**config.mk**
```make
export PLATFORM = sky130hd
export DESIGN_NAME = iobus_uart_tx
export DESIGN_NICKNAME = d
export VERILOG_FILES = /design/src/rtl/iobus_pkg.sv /design/src/rtl/iobus_uart_tx_fifo.sv /design/src/rtl/iobus_uart_tx.sv
export SDC_FILE = /design/constraint.sdc
export NUM_CORES = 1
export LEC_CHECK = 0
export BUFFER_PORTS_ARGS = -buffer_cell sky130_fd_sc_hd__buf_2
export CAP_MARGIN = 25
export CORE_MARGIN = 3
export CORE_UTILIZATION = 45
export DETAILED_ROUTE_END_ITERATION = 6
export PLACE_DENSITY = 0.65
export SYNTH_ARGS = -nofsm -noshare
export SYNTH_HDL_FRONTEND = slang
export SYNTH_HIERARCHICAL = 1
export SYNTH_SLANG_ARGS = --single-unit
export TNS_END_PERCENT = 100
```
**constraint.sdc**
```tcl
create_clock -name CLK -period 8.4 [get_ports CLK]
set_input_delay 0.84 -clock CLK [delete_from_list [all_inputs] [get_ports CLK]]
set_output_delay 0.84 -clock CLK [all_outputs]
set_load 0.01 [all_outputs]
```
**src/rtl/iobus_pkg.sv**
```systemverilog
// ---------------------------------------------------------------------------
// iobus_pkg : OTTER IOBUS address map, UART TX state encoding, status layout
// Revision  : 1.0
// ---------------------------------------------------------------------------
`default_nettype none

package iobus_pkg;

    localparam logic [31:0] SWITCHES_AD  = 32'h1100_0000;
    localparam logic [31:0] LEDS_AD      = 32'h1108_0000;
    localparam logic [31:0] SSEG_AD      = 32'h110C_0000;
    localparam logic [31:0] UART_DATA_AD = 32'h1110_0000;
    localparam logic [31:0] UART_STAT_AD = 32'h1110_0004;

    typedef enum logic [1:0] {
        IDLE  = 2'd0,
        START = 2'd1,
        DATA  = 2'd2,
        STOP  = 2'd3
    } uart_tx_state_t;

    localparam int STAT_FULL_BIT  = 0;
    localparam int STAT_EMPTY_BIT = 1;
    localparam int STAT_BUSY_BIT  = 2;
    localparam int STAT_OVF_BIT   = 3;
    localparam int STAT_COUNT_LSB = 8;

    function automatic logic [31:0] pack_status(
        input logic       full,
        input logic       empty,
        input logic       busy,
        input logic       ovf,
        input logic [3:0] count
    );
        logic [31:0] w;
        w                                    = '0;
        w[STAT_FULL_BIT]                     = full;
        w[STAT_EMPTY_BIT]                    = empty;
        w[STAT_BUSY_BIT]                     = busy;
        w[STAT_OVF_BIT]                      = ovf;
        w[STAT_COUNT_LSB+3:STAT_COUNT_LSB]   = count;
        return w;
    endfunction

endpackage

`default_nettype wire

```
**src/rtl/iobus_uart_tx_fifo.sv**
```systemverilog
// ---------------------------------------------------------------------------
// sync_fifo : first-word fall-through FIFO with occupancy counter
// Revision  : 1.0
// ---------------------------------------------------------------------------
`default_nettype none

module sync_fifo #(
    parameter int WIDTH = 8,
    parameter int DEPTH = 8
) (
    input  logic                     clk,
    input  logic                     rst,
    input  logic                     push,
    input  logic                     pop,
    input  logic [WIDTH-1:0]         din,
    output logic [WIDTH-1:0]         dout,
    output logic                     full,
    output logic                     empty,
    output logic [$clog2(DEPTH):0]   count
);

    localparam int AW = $clog2(DEPTH);

    logic [WIDTH-1:0] mem_q [DEPTH];
    logic [AW-1:0]    wr_ptr_q;
    logic [AW-1:0]    rd_ptr_q;
    logic [AW:0]      count_q;
    logic             do_push;
    logic             do_pop;

    // A push into a full FIFO is still accepted when a pop frees a slot
    assign do_push = push && (!full || pop);
    assign do_pop  = pop && !empty;

    assign full  = (count_q == (AW+1)'(DEPTH));
    assign empty = (count_q == '0);
    assign count = count_q;
    assign dout  = mem_q[rd_ptr_q];

    always_ff @(posedge clk or posedge rst) begin
        if (rst) begin
            wr_ptr_q <= '0;
            rd_ptr_q <= '0;
            count_q  <= '0;
        end else begin
            if (do_push) wr_ptr_q <= wr_ptr_q + 1'b1;
            if (do_pop)  rd_ptr_q <= rd_ptr_q + 1'b1;
            case ({do_push, do_pop})
                2'b10:   count_q <= count_q + 1'b1;
                2'b01:   count_q <= count_q - 1'b1;
                default: count_q <= count_q;
            endcase
        end
    end

    always_ff @(posedge clk) begin
        if (do_push) mem_q[wr_ptr_q] <= din;
    end

endmodule

`default_nettype wire

```
**src/rtl/iobus_uart_tx.sv**
```systemverilog
// ---------------------------------------------------------------------------
// iobus_uart_tx : IOBUS-mapped 8N1 UART transmitter with FIFO and status word
// Revision      : 1.0
// ---------------------------------------------------------------------------
`default_nettype none

module iobus_uart_tx
    import iobus_pkg::*;
#(
    parameter int          CLKS_PER_BIT = 434,
    parameter int          FIFO_DEPTH   = 8,
    parameter logic [31:0] DATA_AD      = UART_DATA_AD,
    parameter logic [31:0] STAT_AD      = UART_STAT_AD
) (
    input  logic        CLK,
    input  logic        RST,
    input  logic [31:0] IOBUS_ADDR,
    input  logic [31:0] IOBUS_OUT,
    input  logic        IOBUS_WR,
    output logic [31:0] RD_DATA,
    output logic        RD_HIT,
    output logic        TX,
    output logic        TX_DONE
);

    localparam int          CW       = $clog2(FIFO_DEPTH) + 1;
    localparam logic [15:0] BAUD_MAX = 16'(CLKS_PER_BIT - 1);

    uart_tx_state_t state_q;
    logic [15:0]    baud_q;
    logic [2:0]     bit_cnt_q;
    logic [7:0]     shift_q;
    logic           tx_q;
    logic           done_q;
    logic           ovf_q;
    logic           ovf_d;

    logic           data_hit;
    logic           stat_hit;
    logic           push;
    logic           pop;
    logic           ovf_set;
    logic           ovf_clr;
    logic           fifo_full;
    logic           fifo_empty;
    logic [CW-1:0]  fifo_count;
    logic [7:0]     fifo_dout;
    logic           unused_bits;

    assign data_hit = (IOBUS_ADDR == DATA_AD);
    assign stat_hit = (IOBUS_ADDR == STAT_AD);
    assign push     = IOBUS_WR && data_hit;
    assign pop      = (state_q == IDLE) && !fifo_empty;
    assign ovf_set  = push && fifo_full && !pop;
    assign ovf_clr  = IOBUS_WR && stat_hit && IOBUS_OUT[STAT_OVF_BIT];
    // Set wins over clear so an overflow in the clearing cycle is not lost
    assign ovf_d    = ovf_set | (ovf_q & ~ovf_clr);
    assign unused_bits = ^IOBUS_OUT[31:8];

    assign RD_HIT  = data_hit || stat_hit;
    assign RD_DATA = stat_hit ? pack_status(fifo_full, fifo_empty, state_q != IDLE,
                                            ovf_q, 4'(fifo_count))
                              : 32'h0;
    assign TX      = tx_q;
    assign TX_DONE = done_q;

    sync_fifo #(
        .WIDTH (8),
        .DEPTH (FIFO_DEPTH)
    ) u_fifo (
        .clk   (CLK),
        .rst   (RST),
        .push  (push),
        .pop   (pop),
        .din   (IOBUS_OUT[7:0]),
        .dout  (fifo_dout),
        .full  (fifo_full),
        .empty (fifo_empty),
        .count (fifo_count)
    );

    always_ff @(posedge CLK or posedge RST) begin
        if (RST) ovf_q <= 1'b0;
        else     ovf_q <= ovf_d;
    end

    always_ff @(posedge CLK or posedge RST) begin
        if (RST) begin
            state_q   <= IDLE;
            baud_q    <= '0;
            bit_cnt_q <= '0;
            shift_q   <= '0;
            tx_q      <= 1'b1;
            done_q    <= 1'b0;
        end else begin
            done_q <= 1'b0;
            case (state_q)
                IDLE: begin
                    tx_q <= 1'b1;
                    if (!fifo_empty) begin
                        shift_q   <= fifo_dout;
                        bit_cnt_q <= '0;
                        baud_q    <= '0;
                        tx_q      <= 1'b0;
                        state_q   <= START;
                    end
                end
                START: begin
                    if (baud_q == BAUD_MAX) begin
                        baud_q  <= '0;
                        tx_q    <= shift_q[0];
                        state_q <= DATA;
                    end else begin
                        baud_q <= baud_q + 16'd1;
                    end
                end
                DATA: begin
                    if (baud_q == BAUD_MAX) begin
                        baud_q <= '0;
                        if (bit_cnt_q == 3'd7) begin
                            tx_q    <= 1'b1;
                            state_q <= STOP;
                        end else begin
                            bit_cnt_q <= bit_cnt_q + 3'd1;
                            shift_q   <= {1'b0, shift_q[7:1]};
                            tx_q      <= shift_q[1];
                        end
                    end else begin
                        baud_q <= baud_q + 16'd1;
                    end
                end
                STOP: begin
                    if (baud_q == BAUD_MAX) begin
                        baud_q  <= '0;
                        done_q  <= 1'b1;
                        state_q <= IDLE;
                    end else begin
                        baud_q <= baud_q + 16'd1;
                    end
                end
                default: state_q <= IDLE;
            endcase
        end
    end

endmodule

`default_nettype wire
```
==> results.md, run 1 <==
* CTS buffer count at 9
* Reg2Reg Setup Slack at 4.58 ns
* WP data required at 8.62 ns
* Peak Freq at 0.241 GHz
* Core area at 11100 sq um
* Worst-Skew Late Latency at 0.35 ns
* Met2 wire len at 5020 um
* Setup bufs post-CTS at 0
* Post-CTS Hold Buffers at 0
* R2R depth at 11
* Initial antenna violation count at 0
* Pint at 798 uW
* Hold slack at 0.480 ns
* PortBufs at 53
* CTS resizes at 0
* TNS Setup at 0 ns
* Worst clock skew at 0.00822 ns
* Critical path launch point type: input port
* Gate power share at 2.4%
* First-pass GRT wire length at 16800 um
* Clock H-tree levels at 3
* CTS Sinks at 106
* Cell row count at 38
* Unrepaired setup endpoints after global routing: false
* Post-DP HPWL at 7030 um
* Status: finished, final reports clean
* Worst-case clock buffer depth at 2
* Syn_area_per_cell at 12.7 sq um
* Die height at 113 um
* P_leak at 2.34 nW
* Worst Setup End Kind: flop
* R2r endpoint: u_fifo/count[3]
* Ys flop type: edfxtp_1
* Sequential fraction of the synthesis area at 57.2%
* Area Growth Syn to Fin at 12.2%
* Asr flop ratio synth at 39.6%
* Grt ovf at 0
* Crit path DAT at 4.37 ns
* Sequential Power Share at 55.1%
* Worst r2r src: u_fifo/count[0]
* Max incr delay on CP at 0.81 ns
* CTS clk-pin slew, worst paths at 0.07 ns
* Die area at 12900 sq um
* Final worst-path cycle share at 49.4%
* # IOs at 102
* Worst Path Buf+Inv at 1
* Yosys warns at 6
* GRT Total Usage at 16.7%
* Syn Std Cell Area at 5190 sq um
* Max-slew headroom at 35.1%
* Post-synth EDFFs at 64
* Initial drt markers at 208
* Max IR drop VDD at 156 uV
* Routed wire length at 10200 um
* Antenna Nets Post-Route at 0
* Max-capacitance violation count at 0
* TritonRoute pass-1 iters at 4
* Worst Tran Pin Value at 0.965 ns
* Metal1 wirelength at 4680 um
* Switching part of the total at 20.6%
* Number of global-route vias before repair at 3349
* Root Buffer: clkbuf_16
* Pwr per Cell Area at 172 nW/um^2
* TritonCTS clock tree: built
* P_sw at 206 uW
* Worst hold path class: in2async
* Yosys top cell by area: edfxtp_1
* Fin. Hold Viols at 0
* Avg WL per Cell at 16.7 um
* Top-area cell type share of the netlist area at 37.0%
* Residual DRC at 0
* Number of distinct library cells after synthesis at 60
* Final min period at 4.15 ns
* Critical path's slowest cell: nor3_1
* Setup violators final at 0
* Met3 WL at 318 um
* Largest delay share family, worst path: simple AND/OR/NAND/NOR gates
* Final Max Slew Viols at 0
* Placer Congestion at 0.806
* Critical Path Fanout Max at 12
* NumNets Final at 545
* Share of post-route cells with drive strength above 1 at 23.9%
* Largest net degree at the start of global routing at 33
* FF+latch count, synth at 106
* Highest metal used: met4
* Cells after Synth at 410
* Synth area leaders: edfxtp_1, dfrtp_1, mux4_2
* CP cell instances: buf_2, nor4_1, nand4_1, nor3_1, nand2_1, nor2_1, o21ai_4, ha_1, ha_1, or4b_2, o311ai_0, o211ai_1
* Fillers at 935
* Routed vias at 3327
* Setup CP Type: in2reg
* Die Width at 113 um
* Antenna diode count at 0
* Initial Util at 46.9%
* Vias per cell at 5.46
* Most frequent CP cell: ha_1
* Clk pwr share at 42.6%
## worst reg2reg max path, stage by stage, from the launching register on
cell and delay, ns:
dfrtp_1 0.47, nor4_1 0.76, inv_1 0.23, nand2_1 0.21, inv_1 0.13, o41ai_1 0.14
inv_1 0.18, ha_1 0.34, ha_1 0.38, or4b_2 0.62, o311ai_0 0.12, o211ai_1 0.13
## layer usage
metal  global-route usage, %  up-vias
li1                        -     1610
met1                    22.0     1635
met2                    26.9       66
met3                    3.45       16
met4                    7.29        0
met5                       0        -
## synthesized netlist by cell type (2+ instances only)
cell / n
ha_1: 13
nor3_1: 9
mux4_2: 16
dfrtp_1: 41
and3_1: 9
inv_1: 20
xnor2_1: 6
mux2_2: 9
edfxtp_1: 64
o21ai_0: 26
o211ai_1: 3
a2bb2oi_1: 6
clkbuf_1: 8
or4b_4: 2
mux2i_1: 2
nand4_1: 10
nand2b_1: 2
a21oi_1: 8
buf_2: 5
buf_1: 2
nor3b_1: 2
xor2_1: 2
a31oi_1: 8
nand2_1: 33
nor4b_1: 2
nor4_1: 7
buf_4: 26
nand3_1: 11
o22ai_1: 7
a41oi_1: 2
nor2_1: 20
## layout by cell type (no fill, tap or decap), drive strengths merged, types with 2 or more instances in the layout
cell type  synthesis  routed
xor2               2       2
a31oi              8       8
and2               2       2
ha                13      13
nor4               8       8
a41oi              2       2
dfrtp             41      41
nor2              20      20
mux2i              2       2
nor3               9       9
mux4              16      16
o21ai             27      27
mux2              11      11
nand2             34      34
clkbuf             8      10
inv               20      24
o22ai              7       7
buf               33      61
nand4             10      10
a21oi              9       9
nand3             11      11
nor4b              2       2
o211ai             3       3
and3               9       9
or4b               3       3
nand2b             2       2
nor3b              2       2
conb               1      24
a2bb2oi            6       6
xnor2              6       6
o41ai              2       2
edfxtp            64      64
## power by group through the flow
stage	Combinational, mW	Clock, mW	Sequential [mW]
5_1_grt	0.0273	0.459	0.552
2_1_floorplan	0.0169	0	0.564
4_1_cts	0.0241	0.438	0.553
3_3_place_gp	0.0231	0	0.564
3_5_place_dp	0.0241	0	0.564
6_report	0.0239	0.427	0.553
## worst max-delay path by stage
stage | slack, ns | endpoint | cells past startpoint | start
finish | 4.25 | u_fifo/count[3] | 12 | IOBUS_ADDR[8]
global route | 3.94 | u_fifo/count[3] | 12 | IOBUS_ADDR[8]
CTS | 4.29 | u_fifo/count[3] | 12 | IOBUS_ADDR[8]
detailed placement | 3.92 | u_fifo/count[3] | 12 | IOBUS_ADDR[8]
global placement | 4.03 | u_fifo/count[3] | 12 | IOBUS_ADDR[8]
floorplan | 4.60 | u_fifo/count[3] | 12 | IOBUS_ADDR[5]
## sequential cells by signal (all words and copies together) (netlist names)
signal,flops
ovf_q,1
state_q,2
u_fifo/wr_ptr_q,3
baud_q,16
u_fifo/count,4
TX_DONE,1
shift_q,8
u_fifo/rd_ptr_q,3
TX,1
u_fifo/mem_q,64
bit_cnt_q,3
## layout make-up
cell class	instances	area (sq um)	share of cell area (%)
repair buffers	61	325	5.58
multi-input cells	266	1970	33.9
clock buffers	10	229	3.93
flip-flops and latches	106	2970	51.0
well taps	140	175	3.00
clock inverters	6	76.3	1.31
inverters	20	75.1	1.29
## per-stage QoR
stage | std cells | setup WS, ns | total power [mW] | instance area [sq um] | util, %
after floorplan | 433 | 4.60 | 0.581 | 5280 | -
after global placement | 592 | 4.03 | 0.587 | 5520 | 49.8
after detailed placement | 593 | 3.92 | 0.588 | 5520 | 49.9
after CTS | 609 | 4.29 | 1.01 | 5830 | 52.6
after global routing | 609 | 3.94 | 1.04 | 5830 | 52.6
final | 609 | 4.25 | 1.00 | 5830 | 52.6
## cell families (layout without fill, tap and decap cells)
logic type / count (synthesis) / count (layout) / synth area share, %
flops: 106 / 106 / 57.2
compound gates: 75 / 75 / 9.78
other cells: 1 / 24 / 0.0722
simple gates: 116 / 116 / 11.8
buf+inv: 61 / 97 / 6.41
mux: 29 / 29 / 9.78
fa+ha+maj: 14 / 14 / 3.52
xor+xnor: 8 / 8 / 1.35
No activity file was read; power rests on OpenSTA's default activity.
==> run 2: changes to the inputs <==
Settings changed: ABC_AREA from default to 1, PLACE_DENSITY 0.65 to 0.67.
Clock period 8.4 ns to 3.7 ns, I/O delays scaled along.
==> run 2 against run 1 <==
  * Sequential share of layout area shrank 5.2 points
  * Total power is 140% higher
  * Largest cell class unchanged
  * Worst hold slack lost 0.48 ns
  * Highest routed layer is now met5
  * Global-route usage rose by 0.87 points
  * Non-clock buffer count up 3
==> results.md, run 2 <==
* Pint at 1.86 mW
* Asr flop ratio synth at 39.6%
* Post-DP HPWL at 8540 um
* Die height at 120 um
* # IOs at 102
* Root Buffer: clkbuf_16
* Worst-case clock buffer depth at 2
* Clock H-tree levels at 3
* Tot Pwr at 2.39 mW
* Synth Area in Simple Gates at 30.0%
* Avg WL per Cell at 12.7 um
* Area share of fa/ha/maj cells after synthesis at 3.14%
* GRT Total Usage at 17.6%
* Critical Path Fanout Max at 10
* Max-slew headroom at 43.2%
* CTS Sinks at 106
* Switching part of the total at 22.5%
* Worst clock skew at 0.00423 ns
* Layout Utilization at 52.7%
* R2R depth at 14
* Setup crit start: state_q[0]
* Number of global-route vias before repair at 4309
* Reg2Reg Setup Slack at 0.74 ns
* Top-area cell type share of the netlist area at 33.1%
* Worst-Skew Late Latency at 0.35 ns
* Mux cell area share after synthesis at 0%
* Syn Std Cell Area at 5810 sq um
* Area Growth Syn to Fin at 11.6%
* Reg area at 2980 sq um
* Setup bufs post-CTS at 0
* Fin. Hold Viols at 0
* PortBufs at 53
* Hold slack at 0.00162 ns
* Synth Area in XOR/XNOR at 1.81%
* Antenna Nets Post-Route at 0
* CTS clk-pin slew, worst paths at 0.07 ns
* CTS resizes at 0
* Die area at 14300 sq um
* Pwr per Cell Area at 369 nW/um^2
* Main combinational cell family by area after synthesis: simple AND/OR/NAND/NOR gates
* TritonCTS clock tree: built
* Core area at 12300 sq um
* Share of post-route cells with drive strength above 1 at 13.4%
* Max reg flops at 64
* Ys flop type: edfxtp_1
* R2r endpoint: u_fifo/count[3]
* Cell row count at 40
* Fin area at 6490 sq um
* Final worst-path cycle share at 80.1%
* Synth area leaders: edfxtp_1, dfrtp_1, nand2_1
* P_leak at 3.07 nW
* Setup WS pre-CTS at 0.594 ns
* Gate power share at 3.8%
* Worst Setup End Kind: flop
* NumNets Final at 862
* Worst hold path class: in2async
* Peak Freq at 0.337 GHz
* Setup violators final at 0
* Commonest non-fill, non-tap cell in the layout: nand2_1
* Crit path capture: u_fifo/count[3]
* Antenna diode count at 0
* First-pass GRT wire length at 20200 um
* Die Width at 120 um
* Initial Util at 47.2%
* Critical path launch point type: flop
* Max-capacitance violation count at 0
* Sequential Power Share at 54.2%
* Placer Congestion at 0.892
* Worst r2r src: state_q[0]
* Fillers at 1135
* Post-synth EDFFs at 64
* Final min period at 2.96 ns
* Compound-cell area share of the yosys netlist at 2.63%
* FF+latch count, synth at 106
* Largest net degree at the start of global routing at 67
* Initial drt markers at 259
* Residual DRC at 0
* Yosys warns at 6
* Sequential fraction of the synthesis area at 51.2%
* Unrepaired setup endpoints after global routing: false
* Final Max Slew Viols at 0
* Largest register by flop count: u_fifo/mem_q
* Area of the multi-input gates at 2280 sq um
* Syn_area_per_cell at 8.04 sq um
* Routed wire length at 12100 um
* Initial antenna violation count at 1
* P_sw at 538 uW
* Clk pwr share at 42.0%
* Post-place instance area at 6160 sq um
* Number of distinct library cells after synthesis at 34
* Yosys top cell by area: edfxtp_1
* Final worst slack at 0.736 ns
* Finished Layout Cells at 954
* Commonest cells after routing, fill and taps aside: nand2_1, nor2_1, inv_1
* Routed vias at 4513
* Most instantiated library cell after synthesis: nand2_1
* TNS Setup at 0 ns
* Synth top cells by count: nand2_1, nor2_1, inv_1
* Worst Tran Pin Value at 0.852 ns
* Regs by FF count: u_fifo/mem_q x64, baud_q x16, shift_q x8
* WP data required at 3.95 ns
* Crit path DAT at 3.21 ns
* TritonRoute pass-1 iters at 4
* Status: finished, final reports clean
* Max IR drop VDD at 391 uV
* Post-CTS Hold Buffers at 0
* Cells after Synth at 723
* Vias per cell at 4.73
* CTS buffer count at 9
* Placed instance count at 937
* Setup CP Type: reg2reg
* Grt ovf at 0
## run 2: power by group through the flow
stage          sequential, mW  clock [mW]  combinational [mW]
4_1_cts                  1.30        1.03              0.0916
3_3_place_gp             1.32           0              0.0866
2_1_floorplan            1.32           0              0.0676
6_report                 1.30        1.01              0.0904
3_5_place_dp             1.32           0              0.0917
5_1_grt                  1.30        1.07               0.105
## run 2: final cells by class
| cell class | instances | area share [%] |
|---|---|---|
| Clock buffer | 10 | 3.53 |
| Clock inverter | 6 | 1.21 |
| Inverter | 95 | 5.51 |
| Multi-Input combinational cell | 505 | 35.1 |
| Sequential cell | 106 | 45.9 |
| Tap cell | 168 | 3.24 |
| Timing Repair Buffer | 64 | 5.55 |
## run 2: worst min-delay path by stage
stage / slack [ns] / from / depth (start not counted) / end
floorplan: 0.21 / RST / 1 / u_fifo/count[0]
global placement: 0.39 / RST / 2 / u_fifo/rd_ptr_q[1]
detailed placement: 0.39 / RST / 2 / u_fifo/rd_ptr_q[1]
CTS: 0.003 / RST / 2 / u_fifo/count[3]
global route: 0.02 / RST / 2 / u_fifo/count[2]
finish: 0.002 / RST / 2 / u_fifo/rd_ptr_q[1]
## run 2: logic make-up after synthesis
family / count (synthesis)
other: 1
xor gates and xnor gates: 12
and+or+nand+nor: 429
AOI/OAI and AO/OA: 26
adders and majority gates: 14
buffers and inverters: 135
DFF: 106
## run 2: worst max-delay path, cell delays in order (launching register included)
cell     delay, ns
dfrtp_1       0.42
inv_1         0.10
ha_1          0.36
inv_2         0.19
nor2_1        0.25
inv_1         0.07
nand4_1       0.16
nand2_2       0.14
ha_1          0.31
ha_1          0.32
or2_2         0.29
nand2_1       0.07
nand2_1       0.04
nand3_1       0.05
nand2_1       0.05
## run 2: layer usage
| metal | vias up | part of all wire [%] | GRT usage (%) |
|---|---|---|---|
| li1 | 2308 | - | - |
| met5 | - | 0.11 | 0 |
| met2 | 90 | 50 | 30.4 |
| met1 | 2097 | 44 | 21.6 |
| met4 | 2 | 1.4 | 5.08 |
| met3 | 16 | 4.3 | 4.67 |
==> run 3: changes to the inputs <==
Clock period 3.7 ns to 2.58 ns, I/O delays scaled along.
==> run 3 against run 2 <==
  * Final cell count rose by 1.3%
  * Count of clock-buffer cells in the layout fell by 1
  * Register-to-register slack got worse by 0.44 ns
  * Fmax rose by 30%
  * Clock skew rose by 0.0084 ns
  * Worst hold slack improved by 0.16 ns
  * Critical path depth fell by 1
  * Design area rose by 1.7%
  * Die area did not move
  * Combinational power rose by 44%
  * Sequential power rose by 43%
  * Total power rose by 45%
  * Largest cell class unchanged
  * Largest power group unchanged
==> results.md, run 3 (same netlist as run 2, synthesis figures left out) <==
* Clock H-tree levels at 3
* P_sw at 786 uW
* Worst hold path class: in2reg
* First-pass GRT wire length at 19600 um
* Worst Tran Pin Value at 0.562 ns
* Crit path DAT at 2.56 ns
* Peak Freq at 0.439 GHz
* Clk pwr share at 42.5%
* Avg WL per Cell at 12.1 um
* Core area at 12300 sq um
* Largest register by flop count: u_fifo/mem_q
* CTS buffer count at 9
* GRT Total Usage at 17.1%
* Post-DP HPWL at 8440 um
* Setup violators final at 0
* Initial antenna violation count at 0
* P_leak at 3.14 nW
* Sequential Power Share at 53.7%
* Antenna diode count at 0
* Fillers at 1141
* Critical Path Fanout Max at 6
* Final min period at 2.28 ns
* Area Growth Syn to Fin at 13.6%
* Worst clock skew at 0.0126 ns
* Initial Util at 47.2%
* Final worst-path cycle share at 88.4%
* Grt ovf at 0
* Max-slew headroom at 62.5%
* CTS clk-pin slew, worst paths at 0.08 ns
* Largest net degree at the start of global routing at 35
* Critical path launch point type: flop
* Switching part of the total at 22.7%
* Fin. Hold Viols at 0
* Max reg flops at 64
* Placer Congestion at 0.941
* TritonCTS clock tree: built
* Pwr per Cell Area at 525 nW/um^2
* Worst-Skew Late Latency at 0.36 ns
* Number of global-route vias before repair at 4258
* Tot Pwr at 3.47 mW
* Die area at 14300 sq um
* Hold slack at 0.162 ns
* Placed instance count at 948
* NumNets Final at 874
* # IOs at 102
* Root Buffer: clkbuf_16
* Commonest non-fill, non-tap cell in the layout: nand2_1
* Status: finished, final reports clean
* Cell row count at 40
* Finished Layout Cells at 966
* Share of post-route cells with drive strength above 1 at 14.8%
* Initial drt markers at 399
* Routed wire length at 11700 um
* Antenna Nets Post-Route at 0
* PortBufs at 53
* Vias per cell at 4.70
* Worst-case clock buffer depth at 2
* Setup CP Type: reg2reg
* Max-capacitance violation count at 0
* Gate power share at 3.7%
* WP data required at 2.86 ns
* Worst Setup End Kind: flop
* Commonest cells after routing, fill and taps aside: nand2_1, nor2_1, inv_1
* Residual DRC at 0
* Die height at 120 um
* Routed vias at 4541
* CTS Sinks at 106
* Die Width at 120 um
* Final Max Slew Viols at 0
* TritonRoute pass-1 iters at 4
* Unrepaired setup endpoints after global routing: false
* Regs by FF count: u_fifo/mem_q x64, baud_q x16, shift_q x8
* Max IR drop VDD at 414 uV
* Pint at 2.68 mW
==> run 3: cell count changes in the layout (fill, tap and decap cells not counted), sizes merged <==
cell         previous run  this run
clkbuf                 10         9
dlygate4sd3             0         1
buf                    64        75
inv                    98        99
==> run 3: layout make-up <==
cell class / count / area (sq um) / share of cell area [%]
clock inverters: 7 / 100 / 1.52
inverters: 95 / 358 / 5.42
well taps: 168 / 210 / 3.18
multi-input cells: 505 / 2280 / 34.5
repair buffers: 76 / 453 / 6.86
clock buffers: 9 / 225 / 3.41
flip-flops and latches: 106 / 2980 / 45.1
==> run 3: path summary, 6_finish.rpt <==
path / startpoint / end / slack, ns / cells after the start
worst max-delay path: u_fifo/count[0] / u_fifo/count[2] / 0.30 / 13
min in group asynchronous: RST / u_fifo/count[0] / 0.45 / 3
worst min register to register: shift_q[2] / shift_q[2] / 0.48 / 2
worst min-delay path: IOBUS_OUT[7] / u_fifo/mem_q[5][7] / 0.16 / 1
max in group asynchronous: RST / TX / 1.70 / 4
worst max register to register: u_fifo/count[0] / u_fifo/count[2] / 0.30 / 13
==> run 3: metal layers <==
layer | wire length [um] | track usage, % | up-vias | share of wire, %
met5 | 0 | 0 | - | 0
met3 | 453 | 4.29 | 13 | 3.9
met2 | 5840 | 29.2 | 82 | 50
met1 | 5220 | 21.5 | 2112 | 45
li1 | - | - | 2334 | -
met4 | 160 | 4.94 | 0 | 1.4
==> run 3: stage by stage <==
step / TNS, ns / util (%) / setup WS, ns / area [sq um]
2_1_floorplan: 0 / - / 0.00389 / 5900
3_3_place_gp: -0.0580 / 50.8 / -0.0580 / 6260
3_5_place_dp: -0.0643 / 50.8 / -0.0539 / 6260
4_1_cts: 0 / 53.5 / 0.177 / 6590
5_1_grt: 0 / 53.6 / 0.0300 / 6600
6_report: 0 / 53.6 / 0.300 / 6600
==> run 3: what timing repair did <==
action	in CTS	in global routing
endpoints found under the hold margin	30	0
gates resized for setup	0	1
setup buffers	0	1
hold buffers	1	0
setup endpoints to repair	0	3
==> run 3: worst max-delay path: stages (launching register included) <==
cell,delay [ns]
dfrtp_1,0.45
nor2_1,0.16
nand3_1,0.11
inv_1,0.11
nor2_2,0.07
inv_1,0.05
nand4_1,0.13
nand2_2,0.10
ha_1,0.17
buf_4,0.12
inv_1,0.05
fa_1,0.38
xor2_1,0.15
o21ai_0,0.15
==> run 3: power groups by stage <==
stage / clock, mW / sequential (mW) / combinational (mW)
5_1_grt: 1.58 / 1.87 / 0.152
3_3_place_gp: 0 / 1.90 / 0.125
4_1_cts: 1.51 / 1.86 / 0.132
6_report: 1.47 / 1.86 / 0.130
2_1_floorplan: 0 / 1.89 / 0.0970
3_5_place_dp: 0 / 1.90 / 0.130
